===== src/rtl/rsa_decrypt_core.sv =====
// rsa_decrypt_core: toy-RSA decryption, m = c^d mod n, via left-to-right
// square-and-multiply over a bit-serial interleaved modular multiplier.
`default_nettype none

module rsa_decrypt_core #(
  parameter int KW        = 13,
  parameter int N_DEFAULT = 3233,
  parameter int D_DEFAULT = 2753
) (
  input  logic          clk,
  input  logic          rst_n,
  input  logic [KW-1:0] data,
  input  logic          load_d,
  input  logic          load_n,
  input  logic          start,
  output logic          busy,
  output logic          done,
  output logic          err,
  output logic [15:0]   output_data
);

  localparam int IW = $clog2(KW);
  localparam logic [IW-1:0] TOP_IDX = IW'(KW - 1);

  localparam logic [1:0] S_IDLE = 2'd0;
  localparam logic [1:0] S_SQR  = 2'd1;
  localparam logic [1:0] S_MUL  = 2'd2;
  localparam logic [1:0] S_FIN  = 2'd3;

  logic [1:0]    r_state;
  logic [KW-1:0] r_n;
  logic [KW-1:0] r_d;
  logic [KW-1:0] r_base;
  logic [KW-1:0] r_res;
  logic [KW:0]   r_acc;
  logic [IW-1:0] r_i;
  logic [IW-1:0] r_j;

  logic [KW-1:0] w_a;
  logic [KW-1:0] w_b;
  logic [KW:0]   w_n_ext;
  logic [KW:0]   w_dbl;
  logic [KW:0]   w_red1;
  logic [KW:0]   w_sum;
  logic [KW:0]   w_red2;
  logic          w_start_ok;

  // One interleaved step: acc = 2*acc mod n, then acc = (acc + b[j]*a) mod n.
  // acc and a are both below n, so KW+1 bits never overflow.
  always_comb begin
    w_a     = r_res;
    w_b     = (r_state == S_MUL) ? r_base : r_res;
    w_n_ext = {1'b0, r_n};
    w_dbl   = {r_acc[KW-1:0], 1'b0};
    w_red1  = (w_dbl >= w_n_ext) ? (w_dbl - w_n_ext) : w_dbl;
    w_sum   = w_red1 + (w_b[r_j] ? {1'b0, w_a} : {(KW+1){1'b0}});
    w_red2  = (w_sum >= w_n_ext) ? (w_sum - w_n_ext) : w_sum;
  end

  // Key values here are the pre-load ones, so a same-edge load cannot affect the check.
  assign w_start_ok = (data < r_n) && (r_n >= KW'(2));

  always_ff @(posedge clk or negedge rst_n) begin
    if (!rst_n) begin
      r_state     <= S_IDLE;
      r_n         <= KW'(N_DEFAULT);
      r_d         <= KW'(D_DEFAULT);
      r_base      <= '0;
      r_res       <= '0;
      r_acc       <= '0;
      r_i         <= '0;
      r_j         <= '0;
      busy        <= 1'b0;
      done        <= 1'b0;
      err         <= 1'b0;
      output_data <= '0;
    end else begin
      done <= 1'b0;
      case (r_state)
        S_IDLE: begin
          if (load_d) r_d <= data;
          if (load_n) r_n <= data;
          // Holding off during the done cycle keeps done from pulsing back-to-back.
          if (start && !done) begin
            if (w_start_ok) begin
              r_base  <= data;
              r_res   <= KW'(1);
              r_acc   <= '0;
              r_i     <= TOP_IDX;
              r_j     <= TOP_IDX;
              busy    <= 1'b1;
              err     <= 1'b0;
              r_state <= S_SQR;
            end else begin
              err         <= 1'b1;
              done        <= 1'b1;
              output_data <= '0;
            end
          end
        end
        S_SQR, S_MUL: begin
          if (r_j != '0) begin
            r_acc <= w_red2;
            r_j   <= r_j - 1'b1;
          end else begin
            r_res <= w_red2[KW-1:0];
            r_acc <= '0;
            r_j   <= TOP_IDX;
            if ((r_state == S_SQR) && r_d[r_i]) begin
              r_state <= S_MUL;
            end else if (r_i == '0) begin
              r_state <= S_FIN;
            end else begin
              r_i     <= r_i - 1'b1;
              r_state <= S_SQR;
            end
          end
        end
        S_FIN: begin
          output_data <= {{(16-KW){1'b0}}, r_res};
          done        <= 1'b1;
          busy        <= 1'b0;
          r_state     <= S_IDLE;
        end
        default: r_state <= S_IDLE;
      endcase
    end
  end

endmodule

`default_nettype wire


===== config.mk =====
export PLATFORM = sky130hd
export DESIGN_NAME = rsa_decrypt_core
export DESIGN_NICKNAME = d
export VERILOG_FILES = /design/src/rtl/rsa_decrypt_core.sv
export SDC_FILE = /design/constraint.sdc
export NUM_CORES = 1
export LEC_CHECK = 0
export ABC_AREA = 1
export CAP_MARGIN = 20
export CORE_MARGIN = 1
export CORE_UTILIZATION = 35
export CTS_CLUSTER_DIAMETER = 40
export DETAILED_ROUTE_END_ITERATION = 7
export PLACE_DENSITY = 0.63
export RECOVER_POWER = 100
export SLEW_MARGIN = 10
export SYNTH_ARGS = -nofsm -noshare
export SYNTH_HDL_FRONTEND = slang
export SYNTH_SLANG_ARGS = --single-unit
export TNS_END_PERCENT = 10

===== constraint.sdc =====
create_clock -name clk -period 7.8 [get_ports clk]
set_clock_uncertainty 0.15 [all_clocks]
set_input_delay 1.17 -clock clk [delete_from_list [all_inputs] [get_ports clk]]
set_output_delay 1.17 -clock clk [all_outputs]
set_load 0.02 [all_outputs]

==> results of run 1 <==
[cell usage after synthesis, types with 2 or more instances]
master                     number
sky130_fd_sc_hd__inv_2          2
sky130_fd_sc_hd__nor4_1         3
sky130_fd_sc_hd__nand3_1       87
sky130_fd_sc_hd__o22ai_1        2
sky130_fd_sc_hd__nor2_2         2
sky130_fd_sc_hd__nand2_2       14
sky130_fd_sc_hd__a31oi_1        2
sky130_fd_sc_hd__xnor2_1       12
sky130_fd_sc_hd__xor2_1        16
sky130_fd_sc_hd__o21ai_1        8
sky130_fd_sc_hd__buf_4          5
sky130_fd_sc_hd__fa_1           3
sky130_fd_sc_hd__o21ai_0       91
sky130_fd_sc_hd__nand3_2        9
sky130_fd_sc_hd__clkinv_1       2
sky130_fd_sc_hd__o21bai_1       7
sky130_fd_sc_hd__buf_2          8
sky130_fd_sc_hd__nand2_1      233
sky130_fd_sc_hd__a21oi_1       45
sky130_fd_sc_hd__dfstp_2       10
sky130_fd_sc_hd__nor3_1         4
sky130_fd_sc_hd__nor2_1        64
sky130_fd_sc_hd__clkbuf_1      11
sky130_fd_sc_hd__inv_1        118
sky130_fd_sc_hd__o211ai_1       6
sky130_fd_sc_hd__and2_1         3
sky130_fd_sc_hd__a211oi_1       2
sky130_fd_sc_hd__dfrtp_1       81
sky130_fd_sc_hd__ha_1          58
sky130_fd_sc_hd__nand4_1        4
sky130_fd_sc_hd__nand3b_1       3
sky130_fd_sc_hd__or2_2          3
[routing by layer]
layer / GRT usage (%) / up-vias / wire, um
met5: 0 / - / 0
met4: 6.18 / 0 / 363
met3: 3.53 / 28 / 961
met2: 29.1 / 147 / 7520
met1: 28.2 / 2786 / 9210
li1: - / 3079 / -
[flip-flops by register name, summed over array words and instances (netlist names)]
name and count:
output_data 13, r_i 4, done 1, r_j 4
err 1, busy 1, r_acc 13, r_res 13
r_n 13, r_state 2, r_d 13, r_base 13
[metrics by stage]
step | instances | utilization (%) | worst slack (ps) | cell area [um2]
after CTS | 1217 | 40.2 | 1380 | 7560
after global placement | 1201 | 38.6 | 1430 | 7260
after detailed placement | 1201 | 38.6 | 1410 | 7260
after global routing | 1217 | 39.9 | 359 | 7510
after floorplan | 934 | - | 2940 | 6760
final | 1217 | 39.9 | 1170 | 7510
[worst max-delay path: cells and delay by family, from the launching register on]
kind | cells | cell delay [ps]
buffers and inverters | 5 | 800
xor gates and xnor gates | 1 | 150
AOI/OAI and AO/OA | 5 | 1460
and+or+nand+nor | 16 | 2150
DFF | 1 | 610
adders and majority gates | 3 | 1220
[worst paths after layout]
kind	end	from
worst max-delay path	r_res[4]	r_n[0]
min in group asynchronous	r_n[4]	rst_n
worst min register to register	err	err
max in group asynchronous	r_res[1]	rst_n
worst max register to register	r_res[4]	r_n[0]
worst min-delay path	err	err
[area by class of cell]
cell class | count | area, um2 | area share [%]
multi-input combinational | 694 | 3810 | 50.7
sequential | 91 | 2290 | 30.5
timing repair buffer | 34 | 328 | 4.36
tap | 260 | 325 | 4.33
inverter | 122 | 458 | 6.09
clock inverter | 6 | 72.6 | 0.966
clock buffer | 10 | 229 | 3.05
[cell families after synthesis]
group                    after synthesis  share of synthesized area, %
buffers and inverters                149                          9.12
adder cells (fa/ha/maj)               61                          11.6
XOR/XNOR                              28                          3.63
other                                  1                        0.0555
AO/OA/AOI/OAI                        171                          13.7
flip-flops                            91                          33.9
AND/OR/NAND/NOR                      431                          27.9
[placed cells by master (no fill, tap or decap), types with 4 or more instances in the layout]
| cell type | n |
|---|---|
| sky130_fd_sc_hd__clkbuf_16 | 9 |
| sky130_fd_sc_hd__nand4_1 | 4 |
| sky130_fd_sc_hd__o21ai_0 | 95 |
| sky130_fd_sc_hd__nand3_1 | 88 |
| sky130_fd_sc_hd__inv_1 | 118 |
| sky130_fd_sc_hd__xnor2_1 | 12 |
| sky130_fd_sc_hd__nand2_1 | 244 |
| sky130_fd_sc_hd__a21oi_1 | 45 |
| sky130_fd_sc_hd__o21ai_1 | 4 |
| sky130_fd_sc_hd__nor3_1 | 4 |
| sky130_fd_sc_hd__ha_1 | 58 |
| sky130_fd_sc_hd__dfstp_2 | 9 |
| sky130_fd_sc_hd__o21bai_1 | 7 |
| sky130_fd_sc_hd__o211ai_1 | 6 |
| sky130_fd_sc_hd__clkdlybuf4s50_1 | 13 |
| sky130_fd_sc_hd__dfrtp_1 | 81 |
| sky130_fd_sc_hd__xor2_1 | 16 |
| sky130_fd_sc_hd__dlygate4sd3_1 | 19 |
| sky130_fd_sc_hd__nor2_1 | 66 |
| sky130_fd_sc_hd__nand3_2 | 8 |
==> flow_results.org, run 1 <==
** Clocking
- Cell at the root of the clock tree :: sky130_fd_sc_hd__clkbuf_16
- Clk sink count :: 91
- H-tree levels :: 3
- Buffers added to address setup during post-CTS repair amount to 0.
- Worst skew pair latency :: 350 ps
- CTS Buf Count :: 9
- Resize count post-CTS :: 0
- Clock-pin slew was measured on the worst setup and hold paths at 70 ps.
- The longest clock path from root to sink contains 2 buffers.
- For this design, the CTS-stage hold fixing added 0 buffers.
- Clock tree from TritonCTS :: yes

** Critical path
- The critical path is of the reg -> reg type.
- The worst register-to-register path has a depth of 30.
- Max Fanout on Critical Path :: 15
- Worst Path Arrival :: 6730 ps
- CP Launch Type :: register
- By instance count, the cell type seen most on the critical path is sky130_fd_sc_hd__nand2_1.
- Setup slack of the worst register-to-register path :: 1170 ps
- Among all stages on the critical path, the largest delay is contributed by sky130_fd_sc_hd__dfstp_1.
- In this design, the stage delay of the slowest critical-path cell is 610 ps.
- The worst setup path is captured at a register.
- STA puts the critical path data required time at 7910 ps.

** Timing
- Setup repair after global routing left no endpoint under its margin.
- Static timing analysis puts the maximum clock frequency at 151 MHz.
- Transition time at the pin with the least slew margin :: 3180 ps
- The smallest clock period supported by the final layout is computed as 6630 ps.
- The final hold violation count was 0.
- Headroom to the max-slew limit :: -112%
- Sum Neg Setup Slack :: 0 ps
- Setup violations remaining at the end of the flow were counted as 0.
- Worst Hold Slack :: 327 ps
- Max-slew violation total from the final report :: 94
- In the finished design, the share of the clock period the worst path needs comes to 85.0%.

** Global route
- Total track usage :: 19.5%
- After global routing the overflow that remains totals 0.
- Global-route wire length before repair :: 30,100 um
- Antenna violations before repair :: 0
- Maximum number of pins on one net before global-route repair :: 62
- Vias in the first global route :: 5,851

** Logic synthesis
- Each instance of the synthesized netlist takes up on average 7.24 um2.
- After synthesis, the largest area contributor takes up 30.0% of total cell area.
- Register area share after synthesis :: 33.9%
- Ranking of synthesized cells by area :: sky130_fd_sc_hd__dfrtp_1 30%, sky130_fd_sc_hd__nand2_1 13%, sky130_fd_sc_hd__ha_1 11%, sky130_fd_sc_hd__o21ai_0 6.7%, sky130_fd_sc_hd__inv_1 6.6%
- The netlist uses 46 different library cells.
- Warnings from Yosys :: 0
- Yosys mapped a number of flops with a built-in enable equal to 0.
- In the synthesized netlist, the number of instances is 932.
- Summing every instance area after synthesis gives 6750 um2.
- Of all flip-flops after synthesis, the portion carrying an async set or reset was 100%.
- Summed over all instances, the cell type with the most area after synthesis is sky130_fd_sc_hd__dfrtp_1.
- Most used flip-flop cell after synthesis :: sky130_fd_sc_hd__dfrtp_1
- Yosys reg bits :: 91

** Drt
- Via/cell ratio :: 4.96
- In the final routed layout, each cell accounts on average for 14.8 um.
- The count of nets left with antenna violations once routing finished came out at 0.
- Starting DRC count in detailed routing :: 516
- The routed design has 18,100 um of wire.
- Across all layers, the routed design uses 6,040 vias.
- TritonRoute pass-1 iters :: 6
- DRC :: 0

** Min path
- Hold path depth :: 2
- In this run the worst hold path is classified as reg -> reg.

** Job
- # Max-Cap Violations :: 2

** Placed design
- Quantity of I/O buffers inserted on ports :: 33
- Routability cong. :: 0.939
- Summed over all nets, the half-perimeter wirelength after detailed placement is 14,400 um.

** Finish
- In the final design database the tool counted 1,031 nets.
- Relative area change from synthesis to final layout :: 11.3%
- Counting the fill cells in the layout gives 1,962.
- Layout cell share with drive strength beyond 1 :: 4.70%
- Diode insertion count for antenna repair :: 0

** Status
- The flow ran to the end, but the final reports show violations.
- The checks that failed: max-capacitance violations, max-slew violations.

** Die
- From left edge to right edge, the die measures 141 um.
- The die covers 19,900 um2.
- DIE HEIGHT :: 141 um
- For this configuration, the core starts out at a cell density of 35.9%.
- The floorplan has 50 rows.
- Number of top-level pins :: 37
- In this run the standard cell core region covers 18,800 um2.
Power of run 1 is left out: the tool's default activity adds up to more than one toggle a clock period on the data nets, which glitch-free logic cannot reach.
==> run 2: changes to the inputs <==
- PLACE_DENSITY: 0.63 -> 0.65
- clock period: 7.8 -> 5.8 ns (I/O delays scaled with it)
==> flow_results.org, run 2 (synthesis results as in run 1) <==
** Timing
- Max-slew violation total from the final report :: 41 (-56%)
- Headroom to the max-slew limit :: -51.4% (+61 points)
- The minimum clock period is 5450 ps (-1170 ps).
- The final hold violation count is 0 (unchanged).
- Highest Clock Rate :: 183 MHz (+22%)
- The worst hold-check slack is 332 ps (+4.84 ps).
- Period utilisation layout :: 94.0% (+9.0 points)
- Number of endpoints failing setup at the final stage :: 0 (unchanged)
- Transition time at the pin with the least slew margin :: 2270 ps (-908 ps)

** Global route
- The initial antenna violation count was 0 (unchanged).
- The global routing met2 resource utilization was 30.0% (+0.92 points).
- Final global-route overflow total :: 0 (unchanged)
- Total track usage :: 19.4% (-0.095 points)
- In this run the most used layer during global routing was met2.
- Met1 usage :: 27.6% (-0.61 points)
- Global-route wire length before repair :: 29,800 um (-0.89%)
- The met3 usage was 2.58% (-0.95 points).
- The maximum number of pins on one net before global-route repair came to 53 (-15%).
- The via count of the first global-routing pass was 5,693 (-2.7%).

** Drt
- The number of antenna-violating nets in the routed design came to 0 (unchanged).
- DR vias :: 6,242 (+3.3%)
- The average routed wire per standard cell was 15.1 um (+1.6%).
- DRC :: 0 (unchanged)
- The total wirelength of the detailed-routed design was 18,700 um (+3.6%).
- Starting DRC count in detailed routing :: 496 (-3.9%)
- TritonRoute pass-1 iters :: 6 (unchanged)
- The number of vias per cell is 5.03 (+1.3%).

** Clocking
- TritonCTS built the clock tree.
- The clock latency at the later pin of the worst-skew pair is 360 ps (about the same).
- The clock-pin slew reported for the worst setup and hold paths after clock tree synthesis was 80 ps (about the same).
- CTS Buf Count :: 9 (unchanged)
- The tree is rooted in a sky130_fd_sc_hd__clkbuf_16.
- The number of levels the H-tree was split into was 3 (unchanged).
- Clk sink count :: 91 (unchanged)
- Clock buffer depth :: 2 (unchanged)

** Die
- Die W :: 141 um (unchanged)
- The I/O pin total came to 37 (unchanged).
- DIE HEIGHT :: 141 um (unchanged)
- The die footprint is 19,900 um2 (unchanged).
- Core box area :: 18,800 um2 (unchanged)
- The number of cell rows was 50 (unchanged).
- Starting density of the core :: 35.9% (unchanged)

** Finish
- Top library cells by usage in the layout, fill and taps aside :: 236 x sky130_fd_sc_hd__nand2_1, 117 x sky130_fd_sc_hd__inv_1, 90 x sky130_fd_sc_hd__o21ai_0
- Diode insertion count for antenna repair :: 0 (unchanged)
- The fraction of layout instances using a drive strength above 1 was 8.46% (+3.8 points).
- Leaving out fill and tap cells, the most frequent cell in the layout is sky130_fd_sc_hd__nand2_1.
- Relative area change from synthesis to final layout :: 14.9%
- The net count reported at finish is 1,055 (+2.3%).
- The number of fillers in the final layout is 1,920 (-2.1%).

** Critical path
- CP endpoint kind :: register
- Largest stage delay on the critical path :: 580 ps (-30 ps)
- The register-to-register setup slack came to 350 ps (-830 ps).
- Worst Path Arrival :: 5570 ps (-1160 ps)
- Max Fanout on Critical Path :: 13 (-2)
- The worst path required time came to 5920 ps (-1990 ps).
- The most numerous cell type found on the critical path is sky130_fd_sc_hd__nand2_1.
- Critical R2R Launch :: r_n[0]
- Crit-path slowest cell :: sky130_fd_sc_hd__dfstp_2
- The number of cells on the worst reg-to-reg path came to 29 (-3.3%).
- CP Launch Type :: register
- The worst setup path is of the reg -> reg kind.
- Terminus of the critical flop-to-flop path :: r_res[2]

** Min path
- The startpoint identified for the worst hold timing path is err.
- Endpoint with the worst hold slack :: err
- Path type of the worst min-delay path :: reg -> reg
- Hold path depth :: 2 (unchanged)

** Job
- # Max-Cap Violations :: 1 (-1)

** Status
- Violations in the final reports :: max-capacitance violations, max-slew violations
- Outcome :: complete, but fails checks

** Placed design
- The count of port buffers added during placement was 33 (unchanged).
- The sum of net half-perimeters after detailed placement is 14,600 um (+1.4%).
- The final RePlAce weighted congestion came to 0.942 (+0.28%).
-- run 2: final cells by class --
class / instances / area, um2 / area share (%)
multi-input cells: 695 / 3870 / 50.0
flip-flops and latches: 91 / 2290 / 29.5
repair buffers: 57 / 502 / 6.47
inverters: 122 / 458 / 5.90
well taps: 260 / 325 / 4.19
clock buffers: 9 / 225 / 2.90
clock inverters: 7 / 82.6 / 1.06
-- run 2: worst max-delay path by stage --
| stage | start | to | slack (ps) | cells after the start |
|---|---|---|---|---|
| 2_1_floorplan | r_state[0] | r_res[10] | 940 | 31 |
| 3_3_place_gp | r_n[0] | r_res[0] | -10 | 33 |
| 3_5_place_dp | r_n[0] | r_res[2] | -210 | 32 |
| 4_1_cts | r_n[0] | r_res[2] | 120 | 32 |
| 5_1_grt | r_n[0] | r_res[2] | -20 | 35 |
| 6_report | r_n[0] | r_res[2] | 350 | 29 |
-- run 2: critical path: cells and delay by family (launching register included) --
kind / cells / cell delay [ps]
simple gates: 13 / 1380
buf+inv: 6 / 610
xor+xnor: 1 / 270
fa+ha+maj: 3 / 1090
flops: 1 / 580
compound gates: 6 / 1270
-- run 2: per-layer routing --
metal,part of all wire (%),vias up
met4,2.3,0
met3,5.6,22
met1,48,2905
li1,-,3135
met5,0,-
met2,44,180
-- run 2: stage by stage --
step                utilization, %  worst slack [ps]  std cells  TNS (ps)  instance area, um2
floorplan                        -               935        934         0                6760
global placement              39.2             -13.6       1217     -17.4                7380
detailed placement            39.2              -214       1217     -3590                7380
CTS                           40.9               121       1233         0                7700
global route                  41.2             -23.2       1241     -78.5                7760
finish                        41.2               348       1241         0                7760
-- run 2: what timing repair did --
item | 4_1_cts | 5_1_grt
resized for setup | 2 | 9
buffers inserted | 0 | 6
pin swaps | 0 | 4
setup endpoints to repair | 26 | 26
hold buffers | 0 | 0
endpoints found under the hold margin | 0 | 0
gates cloned | 0 | 2
Power of run 2 is left out for the same reason.
==> run 3: changes to the inputs <==
- CORE_MARGIN: 1 -> not set
- clock period: 5.8 -> 4.4 ns (I/O delays scaled with it)
==> flow_results.org, run 3 (synthesis results as in run 1) <==
** Status
- The run finished, with violations left.
- Violations in the final reports :: max-capacitance violations, max-slew violations, negative setup slack

** Timing
- The highest clock rate is 211 MHz (+15%).
- Headroom to the max-slew limit :: -143% (-92 points)
- The minimum clock period came to 4750 ps (-706 ps).
- Transition time at the pin with the least slew margin :: 3650 ps (+1380 ps)
- Setup repair after global routing could not meet its margin everywhere.
- The final number of setup-violating endpoints came to 26 (+26).
- The number of max-slew violations in the final report was 67 (+63%).
- Period utilisation layout :: 108% (+14 points)
- The final hold violation count came to 0 (unchanged).
- Worst path setup slack after routing :: -346 ps (-694 ps)

** Critical path
- Worst Path Arrival :: 4840 ps (-730 ps)
- CP Launch Type :: register
- The critical path's largest stage delay was 420 ps (-160 ps).
- The worst setup path is captured at a register.
- Worst path most repeated cell :: sky130_fd_sc_hd__ha_4
- Crit-path slowest cell :: sky130_fd_sc_hd__dfrtp_1
- The worst path required time is 4490 ps (-1430 ps).
- The critical-path maximum fanout came to 7 (-6).
- The worst register-to-register path begins at r_state[1].
- Type of the setup path with the least slack :: reg -> reg
- The critical path starts at r_state[1].

** Placed design
- The sum of net half-perimeters after detailed placement is 16,300 um (+11%).
- Cell Count Post-Placement :: 1,355 (+11%)
- Placed cell area :: 8560 um2 (+16%)
- The final RePlAce weighted congestion came to 0.928 (-1.5%).
- The post-placement worst setup slack is -539 ps (-325 ps).
- Quantity of I/O buffers inserted on ports :: 33 (unchanged)

** Global route
- Global-route wire length before repair :: 33,800 um (+13%)
- The initial antenna violation count came to 0 (unchanged).
- Maximum number of pins on one net before global-route repair :: 67 (+26%)
- The global-route usage over all layers was 22.1% (+2.7 points).
- Vias in the first global route :: 6,646 (+17%)
- Final global-route overflow total :: 0 (unchanged)

** Finish
- The total inserted antenna cells came to 0 (unchanged).
- The number of fillers in the final layout is 1,790 (-6.8%).
- The summed area of non-filler cells in the final layout was 9600 um2 (+24%).
- Compared with the post-synthesis result, the final layout area differs by 42.2%.
- Leaving out fill and tap cells, the most frequent cells in the layout are 207 x sky130_fd_sc_hd__nand2_1, 157 x sky130_fd_sc_hd__buf_4, 104 x sky130_fd_sc_hd__inv_1.
- Count of non-filler cells in the finished layout :: 1,385 (+12%)
- Most common cell after layout, fill and taps aside :: sky130_fd_sc_hd__nand2_1
- Final layout net count :: 1,199 (+14%)
- The fraction of layout instances using a drive strength above 1 came to 31.9% (+23 points).

** Drt
- Routed length per instance :: 15.2 um (+0.98%)
- The number of remaining DRC errors came to 0 (unchanged).
- DR vias :: 6,848 (+9.7%)
- TritonRoute pass-1 iters :: 7 (+1)
- Antenna Violating Nets Remaining :: 0 (unchanged)
- The number of vias per cell is 4.94 (-1.7%).
- WL final :: 21,100 um (+13%)
- Starting DRC count in detailed routing :: 575 (+16%)

** Die
- Number of top-level pins :: 37 (unchanged)
- The effective utilization at floorplan was 35.9% (unchanged).
- The die footprint was 19,900 um2 (unchanged).
- DIE HEIGHT :: 141 um (unchanged)
- The standard cell core area was 18,800 um2 (unchanged).
- Std cell rows :: 50 (unchanged)
- The die extent in x came to 141 um (unchanged).

** Clocking
- Clock buffer depth :: 2 (unchanged)
- The cts-stage hold buffer count is 0 (unchanged).
- The number of levels the H-tree was split into is 3 (unchanged).
- The clock latency at the later pin of the worst-skew pair was 360 ps (about the same).
- CTS Buf Count :: 9 (unchanged)
- The clock-pin slew reported for the worst setup and hold paths after clock tree synthesis is 70 ps (about the same).
- In this run the clock root is driven by a sky130_fd_sc_hd__clkbuf_16.
- Clk sink count :: 91 (unchanged)
- Clock tree from TritonCTS :: yes

** Job
- The max-cap check violation count came to 1 (unchanged).

** Min path
- The startpoint identified for the worst hold timing path is err.
- Path type of the worst min-delay path :: reg -> reg
-- run 3: cell types whose count changed in the layout (fill, tap and decap cells not counted), sizes merged --
cell / delta
clkinvlp: -1
clkinv: +2
clkbuf: +1
bufinv: -1
buf: +144
nand3: -1
-- run 3: area by class of cell --
| cell class | count | area (um2) | area share, % |
|---|---|---|---|
| repair buffers | 202 | 1650 | 17.2 |
| flip-flops and latches | 91 | 2290 | 23.9 |
| well taps | 260 | 325 | 3.39 |
| multi-input cells | 694 | 4550 | 47.4 |
| inverters | 122 | 478 | 4.98 |
| clock buffers | 9 | 225 | 2.35 |
| clock inverters | 7 | 81.3 | 0.847 |
-- run 3: timing repair --
action,in CTS,in global routing
endpoints found under the setup margin,26,26
hold endpoints to repair,0,0
buffers inserted,8,5
resized for setup,71,83
pin swaps,32,49
gates cloned,1,0
-- run 3: final timing paths --
check,endpoint,slack [ps],cells past startpoint
worst max-delay path,r_res[10],-350,28
max in group asynchronous,r_d[0],610,2
min in group asynchronous,r_n[12],1380,1
worst min-delay path,err,340,2
worst min register to register,err,340,2
worst max register to register,r_res[10],-350,28
-- run 3: stage by stage --
stage / setup TNS [ps] / hold WS [ps] / utilization (%)
final: -7930 / 337 / 51.0
after detailed placement: -12810 / 328 / 45.5
after global placement: -12030 / 312 / 45.5
after global routing: -18800 / 357 / 51.0
after CTS: -6540 / 302 / 48.9
after floorplan: -2430 / 214 / -
-- run 3: critical path, delay by kind of cell (launching register included) --
kind / cells / cell delay, ps
compound gates: 9 / 1230
flops: 1 / 420
xor+xnor: 1 / 230
buf+inv: 5 / 480
fa+ha+maj: 4 / 1030
simple gates: 9 / 1060
-- run 3: metal layers --
layer | global-route usage (%) | wire [um]
met1 | 29.2 | 9660
met2 | 37.2 | 10100
met3 | 2.62 | 718
met4 | 7.89 | 640
met5 | 0 | 0
Power of run 3 is left out for the same reason.
